[src/rtl/step_motor_driver_pkg.sv]
// Shared types and constants for the step motor driver.
// HALF_STEP_EN selects the 8-state half-step sequence; otherwise full-step.
package step_motor_driver_pkg;

    typedef enum logic [0:0] {StIdle, StRun} state_e;

    // Coil drive bits packed as {AX, AY, BX, BY}
    typedef logic [3:0] coil_t;

    // Entry i is the drive for phase index i (index 7 written first)
    localparam coil_t [7:0] PHASE_TABLE = {
        4'b1000,  // 7: (+, off)
        4'b1001,  // 6: (+, -)
        4'b0001,  // 5: (off, -)
        4'b0101,  // 4: (-, -)
        4'b0100,  // 3: (-, off)
        4'b0110,  // 2: (-, +)
        4'b0010,  // 1: (off, +)
        4'b1010   // 0: (+, +)
    };

`ifdef HALF_STEP_EN
    localparam logic [2:0] STEP_INC = 3'd1;
`else
    localparam logic [2:0] STEP_INC = 3'd2;
`endif

endpackage

[src/rtl/step_motor_phase_decode.sv]
// Combinational map from the 3-bit phase index to the coil A/B drive bits.
module step_motor_phase_decode
    import step_motor_driver_pkg::*;
(
    input  logic [2:0] index,
    output logic       ax,
    output logic       ay,
    output logic       bx,
    output logic       by
);

    coil_t coil;

    assign coil = PHASE_TABLE[index];
    assign {ax, ay, bx, by} = coil;

endmodule

[src/rtl/step_motor_driver.sv]
// Two-phase bipolar step motor driver with move commands, abort and position tracking.
// Define HALF_STEP_EN for half-stepping; the default build runs full-step.
module step_motor_driver
    import step_motor_driver_pkg::*;
#(
    parameter int unsigned CNT_W = 16,
    parameter int unsigned POS_W = 32
) (
    input  logic                    clock,
    input  logic                    reset,
    input  logic                    enable,
    input  logic                    cmd_valid,
    output logic                    cmd_ready,
    input  logic                    cmd_dir,
    input  logic [CNT_W-1:0]        cmd_steps,
    input  logic [CNT_W-1:0]        cmd_period,
    input  logic                    abort,
    output logic                    AX_step_motor,
    output logic                    AY_step_motor,
    output logic                    BX_step_motor,
    output logic                    BY_step_motor,
    output logic                    AE_step_motor,
    output logic                    BE_step_motor,
    output logic                    busy,
    output logic                    done,
    output logic                    aborted,
    output logic signed [POS_W-1:0] position
);

    localparam logic signed [POS_W-1:0] POS_ONE = POS_W'(1);
    localparam logic [CNT_W-1:0]        CNT_ONE = CNT_W'(1);

    state_e           state_q;
    logic [2:0]       phase_q;
    logic [2:0]       phase_d;
    logic [CNT_W-1:0] cnt_q;
    logic [CNT_W-1:0] period_q;
    logic [CNT_W-1:0] steps_left_q;
    logic             dir_q;
    logic             step_event;
    logic             step_commit;
    logic             ax_d, ay_d, bx_d, by_d;

    // An abort on the same cycle as a step event suppresses that step
    always_comb begin
        step_event  = (state_q == StRun) && (cnt_q == period_q - CNT_ONE);
        step_commit = step_event && !abort;
        phase_d     = phase_q;
        if (step_commit) begin
            phase_d = dir_q ? phase_q + STEP_INC : phase_q - STEP_INC;
        end
    end

    step_motor_phase_decode u_phase_decode (
        .index (phase_d),
        .ax    (ax_d),
        .ay    (ay_d),
        .bx    (bx_d),
        .by    (by_d)
    );

    always_ff @(posedge clock) begin
        if (reset) begin
            state_q       <= StIdle;
            phase_q       <= 3'd0;
            cnt_q         <= '0;
            period_q      <= '0;
            steps_left_q  <= '0;
            dir_q         <= 1'b0;
            position      <= '0;
            cmd_ready     <= 1'b1;
            busy          <= 1'b0;
            done          <= 1'b0;
            aborted       <= 1'b0;
            AE_step_motor <= 1'b0;
            BE_step_motor <= 1'b0;
            {AX_step_motor, AY_step_motor, BX_step_motor, BY_step_motor} <= PHASE_TABLE[0];
        end else begin
            done          <= 1'b0;
            aborted       <= 1'b0;
            AE_step_motor <= enable;
            BE_step_motor <= enable;
            phase_q       <= phase_d;
            {AX_step_motor, AY_step_motor, BX_step_motor, BY_step_motor} <=
                {ax_d, ay_d, bx_d, by_d};

            case (state_q)
                StIdle: begin
                    if (cmd_valid && cmd_ready) begin
                        if (cmd_steps == '0) begin
                            done <= 1'b1;
                        end else begin
                            state_q      <= StRun;
                            cmd_ready    <= 1'b0;
                            busy         <= 1'b1;
                            dir_q        <= cmd_dir;
                            steps_left_q <= cmd_steps;
                            period_q     <= (cmd_period == '0) ? CNT_ONE : cmd_period;
                            cnt_q        <= '0;
                        end
                    end
                end
                StRun: begin
                    if (abort) begin
                        state_q   <= StIdle;
                        cmd_ready <= 1'b1;
                        busy      <= 1'b0;
                        done      <= 1'b1;
                        aborted   <= 1'b1;
                        cnt_q     <= '0;
                    end else if (step_event) begin
                        cnt_q        <= '0;
                        position     <= dir_q ? position + POS_ONE : position - POS_ONE;
                        steps_left_q <= steps_left_q - CNT_ONE;
                        if (steps_left_q == CNT_ONE) begin
                            state_q   <= StIdle;
                            cmd_ready <= 1'b1;
                            busy      <= 1'b0;
                            done      <= 1'b1;
                        end
                    end else begin
                        cnt_q <= cnt_q + CNT_ONE;
                    end
                end
                default: begin
                    state_q <= StIdle;
                end
            endcase
        end
    end

endmodule

[config.mk]
export PLATFORM = sky130hd
export DESIGN_NAME = step_motor_driver
export DESIGN_NICKNAME = d
export VERILOG_FILES = /design/src/rtl/step_motor_driver_pkg.sv /design/src/rtl/step_motor_phase_decode.sv /design/src/rtl/step_motor_driver.sv
export SDC_FILE = /design/constraint.sdc
export NUM_CORES = 1
export LEC_CHECK = 0
export BUFFER_PORTS_ARGS = -buffer_cell sky130_fd_sc_hd__buf_2
export CAP_MARGIN = 40
export CORE_UTILIZATION = 63
export DETAILED_ROUTE_END_ITERATION = 7
export HOLD_SLACK_MARGIN = 0.03
export PLACE_DENSITY = 0.86
export SLEW_MARGIN = 0
export SYNTH_ARGS = -nofsm -noshare
export SYNTH_HDL_FRONTEND = slang
export SYNTH_HIERARCHICAL = 1
export SYNTH_SLANG_ARGS = --single-unit
[constraint.sdc]
create_clock -name clock -period 6.2 [get_ports clock]
set_input_delay 1.24 -clock clock [delete_from_list [all_inputs] [get_ports clock]]
set_output_delay 1.24 -clock clock [all_outputs]
set_load 0.02 [all_outputs]
==> metrics.cfg, run 1 <==
[cts]
cts_tree=built
cts_buffers=9
root_buffer=clkbuf_8
cts_hold_buf=0
clk_pin_slew_ns=0.10
clock_latency_ns=0.37
post-cts-setup-buffers=0
clk_path_buf_depth=2
htree_levels=3
clkSinkCount=93
ctsResizeCount=0

[worst_setup_path]
slowest_stage=or4b_2
arrival_ns=4.18
crit_family=simple AND/OR/NAND/NOR gates
max_stage_delay_ns=0.66
crit_buf_inv=2
worst-endpoint-required_ns=6.47
path_cells=inv_1 -> ha_1 -> or4b_4 -> or4b_2 -> a2111o_1 -> buf_4 -> nor2_1 -> xor2_1 -> mux2_2 -> or2_2
worst_setup_path_start_kind=register
cp_max_fo=48
cp-end-kind=register
path_class=reg2reg

[cells_and_area]
antenna_cells=0
seq_area_sq_mm=0.00186
final_layout_size_suffix_gt1_share_pct=14.1
final_area_sq_mm=0.00666
fin_nets=915
area_growth_pct=10.9
post-route-util_pct=72.1
fill_cells=760
multi_input_area_sq_mm=0.00394

[synth]
synth.distinct_cells=69
seq_area_frac_synth_pct=31.0
syn_area_per_cell_sq_um=7.69
synthFlopType=dfxtp_1
netlist_top_cells_area=dfxtp_1, nand2_1, a21oi_1, ha_1, xnor2_1
async_flop_share_pct=0
syn_inst=781
synth_edf_count=0
post-synth-top-count-cell=nand2_1
synthTopCellsByCount=nand2_1, a21oi_1, dfxtp_1
ys_warn_count=6
synth-seq-cells=93
syn_area_sq_mm=0.00601
yosysTopAreaCell=dfxtp_1
synth_top_area_share_pct=31.0

[timing]
relSlewSlack_pct=40.2
fin_tns_setup_ns=0
finalCriticalPeriod_ns=3.91
rsz0062_at_grt=no
hold_viol=0
period_share_pct=63.1
fmax_mhz=255
worst_pin_slew_ns=0.888
drv_slew=0
whs_ns=0.474
setup_ws_ns=2.29
setup_violations=0
finalClockSkew_ns=0.0202

[global_routing]
antenna_found_initial=1
grt_pass1_wl_um=25700
grt_max_degree=50
grt_pass1_vias=5526
grt.overflow.total=0
grt_util_all_layers_pct=31.7

[die]
fp-row-count=35
top_level_ports=80
start_util_pct=65.0
fp.dieH_um=99.6
coreArea_sq_mm=0.00924
die_area_sq_mm=0.00993
die_x_um=99.6

[status]
status=completed

[route]
via_per_inst=6.14
wirelength_um=15400
drc=0
wl_per_cell_um=15.8
num_vias=5986
drt_iter0_drc=358
antenna_left=0
dr.pass1.iters=5

[pwr]
seq_power_share_pct=47.6
power_switching_mw=0.433
p_int_mw=0.931
switching_share_pct=31.8
total_leakage_power_nw=2.86
ir_drop_mv=0.134
pwr-share-comb_pct=21.4
power_density_mw_per_mm2=205
clkPwrFrac_pct=31.0

[hold_path]
min_path_type=reg2reg

[place]
portBuffers=79
gp_congestion=0.919
hpwl_um=11200
pre_cts_slack_ns=2.33
placed_area_sq_mm=0.00646

[run]
drv_cap=0

## worst paths after layout
check                                 start       endpoint  slack, ns  cells after the start
worst max-delay path            period_q[0]  AX_step_motor       2.29                     10
worst min-delay path                   busy           busy       0.47                      1
worst max register to register  period_q[0]  AX_step_motor       2.29                     10
worst min register to register         busy           busy       0.47                      1
## power by group through the flow
stage	Sequential, mW	Combinational [mW]	Clock, mW
finish	0.649	0.292	0.423
global route	0.653	0.324	0.450
CTS	0.648	0.287	0.424
detailed placement	0.662	0.285	0
global placement	0.660	0.273	0
floorplan	0.655	0.220	0
## metal layers
metal / wire, um / GRT usage [%]
met3: 871 / 5.41
met5: 0 / 0
met4: 303 / 9.84
met1: 6630 / 39.4
met2: 7630 / 55.9
## logic make-up after synthesis
logic type | after synthesis | synth area share (%)
multiplexers | 10 | 1.75
adder cells (fa/ha/maj) | 35 | 7.42
XOR/XNOR | 57 | 8.54
other | 1 | 0.0624
AO/OA/AOI/OAI | 212 | 21.9
flip-flops | 93 | 31.0
AND/OR/NAND/NOR | 324 | 25.9
buffers and inverters | 49 | 3.50
## state kept, by name, summed over array words and instances, names as in the netlist, 2 cells and up
register	count
period_q	16
steps_left_q	16
phase_q	2
position	32
cnt_q	16
## through the flow
step	cells	total power, mW
final	975	1.36
after global routing	975	1.43
after CTS	975	1.36
after detailed placement	960	0.946
after global placement	957	0.934
after floorplan	783	0.875
## layout by cell type, fill, tap and decap left out, types with 8 or more instances in the layout
cell type,n
ha_1,34
nor4_1,14
a21oi_1,95
buf_2,79
nor2_1,55
nor2b_1,11
a21o_1,19
o21ai_0,33
nand4_1,13
nor3_1,15
dfxtp_1,93
xnor2_1,30
xor2_1,26
inv_1,13
nand2_1,142
clkbuf_8,10
or3_1,11
nand3_1,23
a211oi_1,12
a31oi_1,8
## cell type report
| class | instances | share of cell area (%) |
|---|---|---|
| clock buffer | 10 | 2.07 |
| clock inverter | 5 | 0.883 |
| inverter | 13 | 0.733 |
| multi-input combinational | 641 | 59.2 |
| sequential | 93 | 27.9 |
| tap | 129 | 2.42 |
| timing repair buffer | 84 | 6.78 |
(Power assumes the default switching activity.)
==> inputs of run 2 (changes only) <==
--- a/config.mk
+++ b/config.mk
@@ -7,10 +7,10 @@
 export LEC_CHECK = 0
 export BUFFER_PORTS_ARGS = -buffer_cell sky130_fd_sc_hd__buf_2
 export CAP_MARGIN = 40
-export CORE_UTILIZATION = 63
+export CORE_UTILIZATION = 53
 export DETAILED_ROUTE_END_ITERATION = 7
 export HOLD_SLACK_MARGIN = 0.03
-export PLACE_DENSITY = 0.86
+export PLACE_DENSITY = 0.77
 export SLEW_MARGIN = 0
 export SYNTH_ARGS = -nofsm -noshare
 export SYNTH_HDL_FRONTEND = slang
==> constraint.sdc (replaced) <==
create_clock -name clock -period 3.25 [get_ports clock]
set_input_delay 0.65 -clock clock [delete_from_list [all_inputs] [get_ports clock]]
set_output_delay 0.65 -clock clock [all_outputs]
set_load 0.02 [all_outputs]
==> run 2 against run 1 <==
  * Routed wire length rose by 5.7%
  * Setup slack lost 2.2 ns
  * Worst hold slack lost 0.0059 ns
  * First-iteration DRC count is 5.0% lower
  * Sequential share of layout area decreased by 2.4 points
  * Critical path type unchanged
  * Critical endpoint is now AY_step_motor
  * Largest power group unchanged
  * Highest routed layer unchanged
==> metrics.cfg, run 2 (synthesis results as in run 1) <==
[pwr]
switching_share_pct=30.2  ; -1.5 points
ir_drop_mv=0.312  ; +130%
seq_power_share_pct=41.2  ; -6.4 points
p_total_mw=2.98  ; +120%
power_density_mw_per_mm2=409  ; +99%
total_leakage_power_nw=3.14  ; +9.5%
clkPwrFrac_pct=36.9  ; +5.9 points
power_switching_mw=0.902  ; +110%
p_int_mw=2.08  ; +120%
pwr-share-comb_pct=21.9  ; +0.5 points

[cts]
cts_tree=built
htree_levels=3  ; unchanged
clk_pin_slew_ns=0.07  ; -0.03 ns
cts_buffers=9  ; unchanged
clk_path_buf_depth=2  ; unchanged
root_buffer=clkbuf_16
cts_hold_buf=0  ; unchanged
clock_latency_ns=0.35  ; -0.02 ns
clkSinkCount=93  ; unchanged

[global_routing]
grt_pass1_vias=5664  ; +2.5%
grt_util_all_layers_pct=27.4  ; -4.3 points
antenna_found_initial=0  ; -1
grt_pass1_wl_um=25800  ; +0.19%
grt_max_degree=43  ; -14%
grt.overflow.total=0  ; unchanged

[die]
coreArea_sq_mm=0.0109  ; +18%
top_level_ports=80  ; unchanged
start_util_pct=54.9  ; -10 points
fp.dieH_um=108  ; +8.8%
fp-row-count=38  ; +8.6%
die_x_um=108  ; +8.8%
die_area_sq_mm=0.0118  ; +18%

[hold_path]
min_path_type=reg2reg
hold_start=cmd_ready

[place]
placedCellCount=998  ; +4.0%
gp_congestion=0.902  ; -1.9%
portBuffers=79  ; unchanged
hpwl_um=11700  ; +4.9%

[route]
drc=0  ; unchanged
num_vias=6109  ; +2.1%
antenna_left=0  ; unchanged
wirelength_um=16300  ; +5.7%
dr.pass1.iters=5  ; unchanged
via_per_inst=5.98  ; -2.5%
drt_iter0_drc=340  ; -5.0%
wl_per_cell_um=16.0  ; +0.90%

[cells_and_area]
area_growth_pct=21.6
largest_reg_flops=32  ; unchanged
fill_cells=938  ; +23%
mostFrequentLayoutCell=nand2_1
regMostFlops=position
antenna_cells=0  ; unchanged
fin_nets=949  ; +3.7%
final_layout_size_suffix_gt1_share_pct=21.3  ; +7.3 points
final_cell_mix=nand2_1, dfxtp_1, a21oi_1
fin_cells=1021  ; +4.7%

[timing]
relSlewSlack_pct=58.4  ; +18 points
finalClockSkew_ns=0.0103  ; -0.00995 ns
rsz0062_at_grt=yes
worst_pin_slew_ns=0.623  ; -0.265 ns
period_share_pct=98.5  ; +35 points
drv_slew=0  ; unchanged
fmax_mhz=313  ; +22%
finalCriticalPeriod_ns=3.20  ; -0.715 ns
hold_viol=0  ; unchanged
setup_violations=0  ; unchanged

[worst_setup_path]
cp_max_fo=4  ; -92%
worst_setup_path_start_kind=register
r2r_start=period_q[0]
cp-startpoint=period_q[0]
arrival_ns=3.44  ; -0.74 ns
path_class=reg2reg
worst-endpoint-required_ns=3.49  ; -2.98 ns
cp-end-kind=register
regToRegSetupSlack_ns=0.05  ; -2.24 ns

[status]
status=completed

[run]
drv_cap=0  ; unchanged

run 2: cell types whose count changed in the layout (fill, tap and decap cells not counted), moves of 5 or more:
| cell | delta |
|---|---|
| ha_1 | -9 |
| clkbuf_16 | +10 |
| clkbuf_8 | -9 |
| a21oi_1 | -5 |
| buf_4 | +30 |
| ha_4 | +6 |
run 2: worst paths after layout:
| kind | endpoint | depth (start not counted) |
|---|---|---|
| worst max-delay path | AY_step_motor | 12 |
| worst min-delay path | cmd_ready | 2 |
| worst max register to register | AY_step_motor | 12 |
| worst min register to register | cmd_ready | 2 |
run 2: per-layer routing:
metal / wire length (um) / vias to the layer above / global-route usage (%) / part of all wire (%)
met5: 0 / - / 0 / 0
met1: 7100 / 2905 / 33.7 / 44
li1: - / 2988 / - / -
met3: 766 / 27 / 3.86 / 4.7
met4: 327 / 0 / 13.0 / 2.0
met2: 8110 / 189 / 47.0 / 50
run 2: metrics by stage:
stage	setup slack (ns)	area, sq um	util (%)	setup TNS [ns]	hold WS, ns
6_report	0.0503	7300	66.8	0	0.468
5_1_grt	-0.0603	7300	66.8	-0.268	0.493
4_1_cts	0.0116	7120	65.1	0	0.465
3_5_place_dp	-0.0303	6800	62.2	-0.0708	0.450
3_3_place_gp	0.0362	6780	62.0	0	0.442
2_1_floorplan	-0.0888	6130	-	-0.0888	0.449
run 2: area by class of cell:
| cell class | instances | area (sq um) | share of cell area (%) |
|---|---|---|---|
| clock buffer | 10 | 239 | 3.27 |
| clock inverter | 6 | 70.1 | 0.959 |
| inverter | 13 | 52.6 | 0.720 |
| multi-input combinational | 641 | 4150 | 56.8 |
| sequential | 93 | 1870 | 25.6 |
| tap | 140 | 175 | 2.40 |
| timing repair buffer | 118 | 748 | 10.2 |
run 2: timing repair:
action / 4_1_cts / 5_1_grt
endpoints found under the setup margin: 5 / 40
pin swaps: 1 / 8
cloned: 0 / 1
gates resized for setup: 4 / 28
buffers inserted: 0 / 6
run 2: power by group through the flow:
| stage | Sequential, mW | Combinational (mW) | Clock (mW) |
|---|---|---|---|
| finish | 1.23 | 0.654 | 1.10 |
| global route | 1.23 | 0.717 | 1.16 |
| CTS | 1.23 | 0.624 | 1.11 |
| detailed placement | 1.25 | 0.616 | 0 |
| global placement | 1.25 | 0.596 | 0 |
| floorplan | 1.25 | 0.430 | 0 |
run 2: worst max-delay path, stage by stage, from the launching register on:
cell	delay, ns
dfxtp_2	0.34
inv_2	0.08
ha_4	0.13
or4b_4	0.47
or3_4	0.41
a21oi_4	0.13
nand4b_1	0.11
a2111o_2	0.52
nor2_4	0.14
xor2_2	0.19
buf_4	0.16
mux2_4	0.29
nor2b_4	0.12
